### config.mk
export PLATFORM = sky130hd
export DESIGN_NAME = fp_addsub_seq_flat
export DESIGN_NICKNAME = d
export VERILOG_FILES = /design/src/rtl/fp_addsub_seq_if.sv /design/src/rtl/fp_addsub_seq.sv /design/src/flat_wrapper.sv
export SDC_FILE = /design/constraint.sdc
export NUM_CORES = 1
export LEC_CHECK = 0
export CORE_AREA = 10 10 133 135
export CTS_CLUSTER_SIZE = 16
export DETAILED_ROUTE_END_ITERATION = 10
export DIE_AREA = 0 0 143 145
export PLACE_DENSITY_LB_ADDON = 0.25
export SYNTH_ARGS = -nofsm -noshare
export SYNTH_HDL_FRONTEND = slang
export SYNTH_SLANG_ARGS = --single-unit
### constraint.sdc
create_clock -name clk -period 12.16 [get_ports clk]
set_clock_uncertainty 0.2 [all_clocks]
set_input_delay 3.04 -clock clk [delete_from_list [all_inputs] [get_ports clk]]
set_output_delay 3.04 -clock clk [all_outputs]
set_load 0.1 [all_outputs]
### src/rtl/fp_addsub_seq_if.sv
`default_nettype none
// ============================================================================
// Module   : fp_addsub_seq_if
// Brief    : Start/done handshake and operand/result bus of fp_addsub_seq.
// Revision : 1.0
// ============================================================================
interface fp_addsub_seq_if #(
    parameter int EXP_W = 8,
    parameter int MAN_W = 23
);
    localparam int W = 1 + EXP_W + MAN_W;

    logic         add_start;
    logic         mode;
    logic [W-1:0] op1;
    logic [W-1:0] op2;
    logic [W-1:0] add_result;
    logic         add_done;
    logic         add_overflow;
    logic         busy;

    modport master (
        output add_start, mode, op1, op2,
        input  add_result, add_done, add_overflow, busy
    );

    modport slave (
        input  add_start, mode, op1, op2,
        output add_result, add_done, add_overflow, busy
    );
endinterface
`default_nettype wire

### src/rtl/fp_addsub_seq.sv
`default_nettype none
// ============================================================================
// Module   : fp_addsub_seq
// Brief    : Multi-cycle FP adder/subtractor; bit-serial align and normalise.
// Revision : 1.0
// ============================================================================
module fp_addsub_seq #(
    parameter int EXP_W = 8,
    parameter int MAN_W = 23
) (
    input  wire logic         clk,
    input  wire logic         n_rst,
    fp_addsub_seq_if.slave    bus
);
    localparam int W     = 1 + EXP_W + MAN_W;
    localparam int MW    = MAN_W + 5;
    localparam int CNT_W = $clog2(MAN_W + 5);
    localparam logic [EXP_W-1:0] EXP_MAX = '1;
    localparam logic [CNT_W-1:0] CNT_MAX = CNT_W'(MAN_W + 4);

    typedef enum logic [1:0] {IDLE, ALIGN, ADD, NORM} state_t;

    state_t           state, state_n;
    logic             sign_a, sign_a_n, sign_b, sign_b_n;
    logic             special, special_n, spec_sign, spec_sign_n;
    logic [EXP_W-1:0] exp_r, exp_r_n;
    logic [CNT_W-1:0] cnt, cnt_n;
    logic [MW-1:0]    m, m_n, mb, mb_n;
    logic [W-1:0]     result, result_n;
    logic             overflow, overflow_n, done, done_n;

    logic [EXP_W-1:0] exp1, exp2, exp_a, exp_b, exp_diff, exp_inc;
    logic [MAN_W-1:0] frac1, frac2;
    logic             sign2_eff, op1_big, inf1, inf2;
    logic [MW-1:0]    mant1, mant2;

    // Zero exponent flushes the fraction, so denormals decode as zero.
    assign exp1      = bus.op1[W-2:MAN_W];
    assign exp2      = bus.op2[W-2:MAN_W];
    assign frac1     = (exp1 == '0) ? '0 : bus.op1[MAN_W-1:0];
    assign frac2     = (exp2 == '0) ? '0 : bus.op2[MAN_W-1:0];
    assign sign2_eff = bus.op2[W-1] ^ bus.mode;
    assign inf1      = (exp1 == EXP_MAX);
    assign inf2      = (exp2 == EXP_MAX);
    assign mant1     = {1'b0, (exp1 != '0), frac1, 3'b000};
    assign mant2     = {1'b0, (exp2 != '0), frac2, 3'b000};
    assign op1_big   = ({exp1, frac1} >= {exp2, frac2});
    assign exp_a     = op1_big ? exp1 : exp2;
    assign exp_b     = op1_big ? exp2 : exp1;
    assign exp_diff  = exp_a - exp_b;
    assign exp_inc   = exp_r + EXP_W'(1);

    always_ff @(posedge clk or negedge n_rst) begin
        if (!n_rst) begin
            state     <= IDLE;
            sign_a    <= 1'b0;
            sign_b    <= 1'b0;
            special   <= 1'b0;
            spec_sign <= 1'b0;
            exp_r     <= '0;
            cnt       <= '0;
            m         <= '0;
            mb        <= '0;
            result    <= '0;
            overflow  <= 1'b0;
            done      <= 1'b0;
        end else begin
            state     <= state_n;
            sign_a    <= sign_a_n;
            sign_b    <= sign_b_n;
            special   <= special_n;
            spec_sign <= spec_sign_n;
            exp_r     <= exp_r_n;
            cnt       <= cnt_n;
            m         <= m_n;
            mb        <= mb_n;
            result    <= result_n;
            overflow  <= overflow_n;
            done      <= done_n;
        end
    end

    always_comb begin
        state_n     = state;
        sign_a_n    = sign_a;
        sign_b_n    = sign_b;
        special_n   = special;
        spec_sign_n = spec_sign;
        exp_r_n     = exp_r;
        cnt_n       = cnt;
        m_n         = m;
        mb_n        = mb;
        result_n    = result;
        overflow_n  = overflow;
        done_n      = 1'b0;

        case (state)
            IDLE: begin
                if (bus.add_start) begin
                    sign_a_n    = op1_big ? bus.op1[W-1] : sign2_eff;
                    sign_b_n    = op1_big ? sign2_eff : bus.op1[W-1];
                    exp_r_n     = exp_a;
                    m_n         = op1_big ? mant1 : mant2;
                    mb_n        = op1_big ? mant2 : mant1;
                    special_n   = inf1 | inf2;
                    spec_sign_n = inf1 ? bus.op1[W-1] : sign2_eff;
                    if (inf1 | inf2)
                        cnt_n = '0;
                    else if (32'(exp_diff) > 32'(MAN_W + 4))
                        cnt_n = CNT_MAX;
                    else
                        cnt_n = CNT_W'(exp_diff);
                    state_n = ALIGN;
                end
            end
            ALIGN: begin
                if (cnt == '0) begin
                    state_n = ADD;
                end else begin
                    mb_n  = mb >> 1;
                    cnt_n = cnt - CNT_W'(1);
                end
            end
            ADD: begin
                // A has the larger magnitude, so the difference never goes negative.
                m_n     = (sign_a == sign_b) ? (m + mb) : (m - mb);
                state_n = NORM;
            end
            NORM: begin
                if (special) begin
                    result_n   = {spec_sign, EXP_MAX, {MAN_W{1'b0}}};
                    overflow_n = 1'b1;
                    done_n     = 1'b1;
                    state_n    = IDLE;
                end else if (m == '0) begin
                    result_n   = '0;
                    overflow_n = 1'b0;
                    done_n     = 1'b1;
                    state_n    = IDLE;
                end else if (m[MW-1]) begin
                    if (exp_inc == EXP_MAX) begin
                        result_n   = {sign_a, EXP_MAX, {MAN_W{1'b0}}};
                        overflow_n = 1'b1;
                    end else begin
                        result_n   = {sign_a, exp_inc, m[MW-2:4]};
                        overflow_n = 1'b0;
                    end
                    done_n  = 1'b1;
                    state_n = IDLE;
                end else if (m[MW-2]) begin
                    result_n   = {sign_a, exp_r, m[MW-3:3]};
                    overflow_n = 1'b0;
                    done_n     = 1'b1;
                    state_n    = IDLE;
                end else if (exp_r == EXP_W'(1)) begin
                    result_n   = '0;
                    overflow_n = 1'b0;
                    done_n     = 1'b1;
                    state_n    = IDLE;
                end else begin
                    m_n     = m << 1;
                    exp_r_n = exp_r - EXP_W'(1);
                end
            end
            default: state_n = IDLE;
        endcase
    end

    assign bus.add_result   = result;
    assign bus.add_done     = done;
    assign bus.add_overflow = overflow;
    assign bus.busy         = (state != IDLE);
endmodule
`default_nettype wire
### src/flat_wrapper.sv
// flat-port wrapper written by rule: the top's interface ports become plain ports
module fp_addsub_seq_flat 
#(
    parameter int EXP_W = 8,
    parameter int MAN_W = 23
)
  (clk, n_rst, bus_add_start, bus_mode, bus_op1, bus_op2, bus_add_result, bus_add_done, bus_add_overflow, bus_busy);
  fp_addsub_seq_if #(.EXP_W(EXP_W), .MAN_W(MAN_W)) bus_i ();
  input  wire logic clk;
  input  wire logic n_rst;
  input wire logic [$bits(bus_i.add_start)-1:0] bus_add_start;
  input wire logic [$bits(bus_i.mode)-1:0] bus_mode;
  input wire logic [$bits(bus_i.op1)-1:0] bus_op1;
  input wire logic [$bits(bus_i.op2)-1:0] bus_op2;
  output wire logic [$bits(bus_i.add_result)-1:0] bus_add_result;
  output wire logic [$bits(bus_i.add_done)-1:0] bus_add_done;
  output wire logic [$bits(bus_i.add_overflow)-1:0] bus_add_overflow;
  output wire logic [$bits(bus_i.busy)-1:0] bus_busy;
  assign bus_i.add_start = bus_add_start;
  assign bus_i.mode = bus_mode;
  assign bus_i.op1 = bus_op1;
  assign bus_i.op2 = bus_op2;
  assign bus_add_result = bus_i.add_result;
  assign bus_add_done = bus_i.add_done;
  assign bus_add_overflow = bus_i.add_overflow;
  assign bus_busy = bus_i.busy;
  fp_addsub_seq #(.EXP_W(EXP_W), .MAN_W(MAN_W)) u_core (.clk(clk), .n_rst(n_rst), .bus(bus_i));
endmodule
**Yosys cells after proc, flatten, opt, wreduce, memory -nomap -nowiden**

Cells that the tools add are included.

- Flip-flop bits (word level): 109
- Input bits: 68
- Output and inout port bits: 35
- Logic and storage cells: 119

- Add/sub/neg operators: 6
- Magnitude comparators: 2
- Eq/ne operators: 17
- Muxes and demuxes: 58
- Bitwise logic cells: 2
- Reductions and logical operators: 20

Operators with widths:

| operator | number |
|---|---|
| 28-bit 2-to-1 mux | 8 |
| 32-bit 2-to-1 mux | 5 |
| 28-bit case mux with 3 select lines | 1 |
| 27-bit 2-to-1 mux | 3 |
| 8-bit 2-to-1 mux | 8 |
| 28-bit case mux with 2 select lines | 1 |
| 23-bit 2-to-1 mux | 2 |
| 31-bit greater-or-equal comparator | 1 |
| 31-bit 2-to-1 mux | 1 |
| 28-bit adder | 1 |
| 28-bit logical NOT | 1 |
| 28-bit subtractor | 1 |
| 8-bit equality test, second input constant | 3 |
| 5-bit 2-to-1 mux | 4 |
| 8-bit logical NOT | 2 |
| 8-bit case mux with 2 select lines | 1 |
| 8-bit nonzero test | 2 |
| 1-bit 2-to-1 mux | 15 |
| 2-bit 2-to-1 mux | 7 |
| 2-bit inequality test, second input constant | 7 |
| 7-bit AND reduction | 2 |
| 5-bit case mux with 2 select lines | 1 |
| 8-bit by 1-bit adder with 8-bit output, second input constant | 1 |
| 8-bit by 1-bit equality test with 1-bit output, second input constant | 1 |
| other kinds (21) | 26 |

**Logic depth before layout (Yosys ltp)**

- Depth in word-level cells: 10
- Gate-level depth with buffers: 25
- Gate-level depth less buffers: 20

**Worst setup path before layout**

No wires, ideal clock.

- Path type: input-to-reg
- From: input port bus_op2[26]
- To: register u_core.cnt[0]
- Setup time: 0.129 ns
- Data arrival time: 7.845 ns
- Required time: 11.831 ns
- Path slack: 3.986 ns
- Cell stages on the path: 24
- Buffers on the path: 5
- Cell sequence: nor4_1 > nand2_1 > clkbuf_1 > nand2_1 > ha_1 > and3_4 > a221o_1 > a221oi_1 > o21ai_1 > a41oi_2 > buf_6 > buf_2 > buf_2 > buf_2 > mux2i_1 > ha_1 > a21oi_1 > o22ai_1 > mux2_2 > a21o_1 > o32ai_2 > mux2i_1 > a31o_1 > o41a_1

- Longest elaborated chain between the ends: 10
- Elaborated cells between the ends (all ways): 13
- Classes of those cells: add/sub: 1; order compare: 2; eq/ne: 1; mux: 7; bitwise: 1; reduce/logical: 1

RTL lines:

| item | line | RTL |
|---|---|---|
| from (decl) | flat_wrapper.sv:14 | `input wire logic [$bits(bus_i.op2)-1:0] bus_op2;` |
| 8-bit logical NOT | fp_addsub_seq.sv:41 | `assign frac2 = (exp2 == '0) ? '0 : bus.op2[MAN_W-1:0];` |
| 23-bit 2-to-1 mux | fp_addsub_seq.sv:41 |  |
| 31-bit greater-or-equal comparator | fp_addsub_seq.sv:47 | `assign op1_big = ({exp1, frac1} >= {exp2, frac2});` |
| 8-bit 2-to-1 mux (on tied branches) | fp_addsub_seq.sv:48, fp_addsub_seq.sv:49 |  |
| 8-bit subtractor | fp_addsub_seq.sv:50 | `assign exp_diff = exp_a - exp_b;` |
| 8-bit by 5-bit > comparator with 1-bit output | fp_addsub_seq.sv:109 | `else if (32'(exp_diff) > 32'(MAN_W + 4))` |
| 5-bit 2-to-1 mux | fp_addsub_seq.sv:109 |  |
| 5-bit 2-to-1 mux * | fp_addsub_seq.sv:107 | `if (inf1 \| inf2)` |
| 5-bit 2-to-1 mux * | fp_addsub_seq.sv:99 | `if (bus.add_start) begin` |
| 5-bit case mux with 2 select lines * | fp_addsub_seq.sv:97 | `case (state)` |
| to (signal assigned) | fp_addsub_seq.sv:74 | `cnt <= cnt_n;` |
| to (decl) | fp_addsub_seq.sv:27 | `logic [CNT_W-1:0] cnt, cnt_n;` |

Every way passes the cells marked *; elsewhere a longest branch is shown, timed or not. The select of a mux whose other input is x is not followed.
A chain may end at the register's enable or synchronous reset.

**Worst setup path in the final report**

- From: input port bus_op1[27]
- To: register u_core.cnt[0]

- Longest elaborated chain between the ends: 10
- Elaborated cells between the ends (all ways): 13
- Classes of those cells: add/sub: 1; order compare: 2; eq/ne: 1; mux: 7; bitwise: 1; reduce/logical: 1

RTL lines:

| item | line | RTL |
|---|---|---|
| from (decl) | flat_wrapper.sv:13 | `input wire logic [$bits(bus_i.op1)-1:0] bus_op1;` |
| 8-bit logical NOT | fp_addsub_seq.sv:40 | `assign frac1 = (exp1 == '0) ? '0 : bus.op1[MAN_W-1:0];` |
| 23-bit 2-to-1 mux | fp_addsub_seq.sv:40 |  |
| 31-bit greater-or-equal comparator | fp_addsub_seq.sv:47 |  |
| 8-bit 2-to-1 mux (on tied branches) | fp_addsub_seq.sv:48, fp_addsub_seq.sv:49 |  |
| 8-bit subtractor | fp_addsub_seq.sv:50 |  |
| 8-bit by 5-bit > comparator with 1-bit output | fp_addsub_seq.sv:109 |  |
| 5-bit 2-to-1 mux | fp_addsub_seq.sv:109 |  |
| 5-bit 2-to-1 mux * | fp_addsub_seq.sv:107 |  |
| 5-bit 2-to-1 mux * | fp_addsub_seq.sv:99 |  |
| 5-bit case mux with 2 select lines * | fp_addsub_seq.sv:97 |  |

Marks and branches as above.

==> results.md <==
* Crit share post-route at 74.2%
* PortBufs at 102
* Most common cell after layout, fill and taps aside: nand2_1
* Clock sink count at 108
* Vias at 9083
* CP Class: primary input to flop
* Hold Path Class: flop to flop
* EDFF count, synth at 0
* Hold Crit Start: u_core.bus.add_result[22]
* Initial DRC count at 961
* Max transition margin at 31.6%
* Pin count of the biggest net entering global routing at 97
* Syn_nets at 1380
* CTS tree: done
* Die width at 143 µm
* Initial antenna violation count at 0
* # Post-CTS Setup Buffers at 0
* Clock Tree Buf Depth at 2
* Avg WL per Cell at 16.6 µm
* Crit. Startpoint: bus_op1[27]
* Fill cells at 1258
* Row Count at 45
* Routed vias/inst at 6.11
* First-pass GRT wire length at 39800 µm
* # diodes at 0
* Ys flop type: dfrtp_1
* Seq/Total Area, Yosys at 28.9%
* RSZ-0062 raised after global routing: no
* Commonest cells after routing, fill and taps aside: nand2_1 (174), o21ai_0 (138), a21oi_1 (126), nor2_1 (124), dfrtp_1 (108)
* Post-layout min period at 9.02 ns
* Cts bufs inserted at 9
* Final hold vios at 0
* Cell taking the most area after synthesis: dfrtp_1
* Clk root buf: clkbuf_16
* GRT overflow at 0
* Post-DP HPWL at 18800 µm
* Final setup TNS at 0 ns
* Crit path DAT at 9.05 ns
* Mapped Area at 9360 µm²
* Post-synth cell types at 69
* Crit Path Max Fanout at 96
* CP Launch Type: primary input
* Worst skew pair latency at 0.35 ns
* Layout cells sized above 1 at 4.23%
* Register bit total from synthesis at 108
* Slew Limit Fails at 0
* Initial Util at 62.3%
* Data required time of the worst path at 12.19 ns
* DRC violation count after routing at 0
* Outcome: complete, no violations
* Final setup vio count at 0
* Post-Syn Instances at 1239
* Post-synth ARST share at 100%
* Antenna viol nets, final at 0
* Die height at 145 µm
* DRT Wirelength at 24700 µm
* Resized Gates After CTS at 0
* H-tree depth at 3
* Share of the synthesized area in the top cell type at 28.9%
* Crit end category: flop
* Vias in the first global route at 8111
* Maxcap violations at 0
* Tot GR Track Use at 22.8%
* GP Congestion at 0.951
* Core Footprint at 15000 µm²
* Reg2reg start: u_core.mb[6]
* Hold-fix buffers, CTS at 0
* Nets@finish at 1435
* IO Pins at 103
* Synthesis-to-finish area growth at 15.0%
* Die ar. at 20700 µm²
* Clk slew on worst S/H paths at 0.07 ns
* Mean Syn Cell Area at 7.56 µm²
* Least-Margin Pin Slew at 1.03 ns
* Top cells by area, synth: dfrtp_1 (29%), ha_1 (9.6%), o21ai_0 (7.4%)
* Synth warn at 0
* Drt pass-1 iters at 6
* Highest clock rate at 0.111 GHz
cell usage after synthesis, types with 16 or more instances:
cell	instances
dfrtp_1	108
nor3_1	18
a21o_1	16
ha_1	72
clkbuf_1	53
nor2_1	124
nor4_1	17
nand3_1	48
mux2i_1	38
inv_1	65
nand2_1	174
a21oi_1	126
o21ai_0	139
xnor2_1	31
xor2_1	24
a222oi_1	16
through the flow:
step           hold slack, ns  utilization [%]  cell area, µm²  worst slack, ns  cells
2_1_floorplan           0.250                -            9360             3.99   1239
5_1_grt                 0.294             71.6           10800             2.69   1487
6_report                0.273             71.6           10800             3.14   1487
3_5_place_dp            0.267             69.6           10500             2.79   1471
3_3_place_gp            0.253             69.6           10500             2.88   1471
4_1_cts                 0.282             71.6           10800             3.17   1487
cell families (layout without fill, tap and decap cells):
| kind of cell | Yosys count | count (layout) | synth area share, % |
|---|---|---|---|
| multiplexers | 47 | 47 | 5.23 |
| XOR/XNOR | 55 | 55 | 5.14 |
| AND/OR/NAND/NOR | 442 | 442 | 21.2 |
| flip-flops | 108 | 108 | 28.9 |
| buffers and inverters | 135 | 195 | 5.64 |
| AO/OA/AOI/OAI | 379 | 379 | 24.1 |
| adder cells (fa/ha/maj) | 73 | 73 | 9.84 |
registers in the layout, summed over array words and instances, names as in the netlist:
signal / count
u_core.special: 1
u_core.spec_sign: 1
u_core.mb: 27
u_core.cnt: 5
u_core.sign_a: 1
u_core.bus.add_overflow: 1
u_core.sign_b: 1
u_core.bus.add_result: 32
u_core.exp_r: 8
u_core.m: 28
u_core.bus.add_done: 1
u_core.state: 2
path summary, 6_finish.rpt:
path,slack (ns),to,depth (start not counted)
max,3.14,u_core.cnt[0],18
min,0.27,u_core.bus.add_result[22],2
max reg2reg,7.50,u_core.m[27],20
min reg2reg,0.27,u_core.bus.add_result[22],2
max in group asynchronous,8.00,u_core.m[21],2
min in group asynchronous,2.41,u_core.mb[26],1
worst max-delay path: stages:
cell and delay [ns]:
clkdlybuf4s50_1 0.50, nor4_1 0.33, nand2_1 0.58, nand2_1 0.31
inv_1 0.08, ha_1 0.32, and3_4 0.19, a221o_1 0.35
a221oi_1 0.29, o21ai_1 0.15, a41oi_4 0.77, buf_4 0.77
mux2_4 0.37, a21oi_2 0.14, o22ai_1 0.11, mux2i_1 0.17
a31o_1 0.24, o41a_1 0.31
layer usage:
metal  up-vias  global-route usage, %  wire length, µm
li1       4522                      -                -
met4         0                   3.66              184
met1      4244                   34.2            11700
met2       298                   33.5            10700
met5         -                      0                0
met3        19                   4.14             2050
cell type report:
cell class                      count  area, µm²  share of cell area, %
Clock buffer                       10        239                   2.22
Multi-Input combinational cell    996       6170                   57.3
Timing Repair Buffer              114       1110                   10.3
Clock inverter                      6       68.8                  0.639
Inverter                           65        244                   2.27
Tap cell                          188        235                   2.18
Sequential cell                   108       2700                   25.1
Power is left out: the tool's default activity adds up to more than one toggle a clock period on the data nets, which glitch-free logic cannot reach.
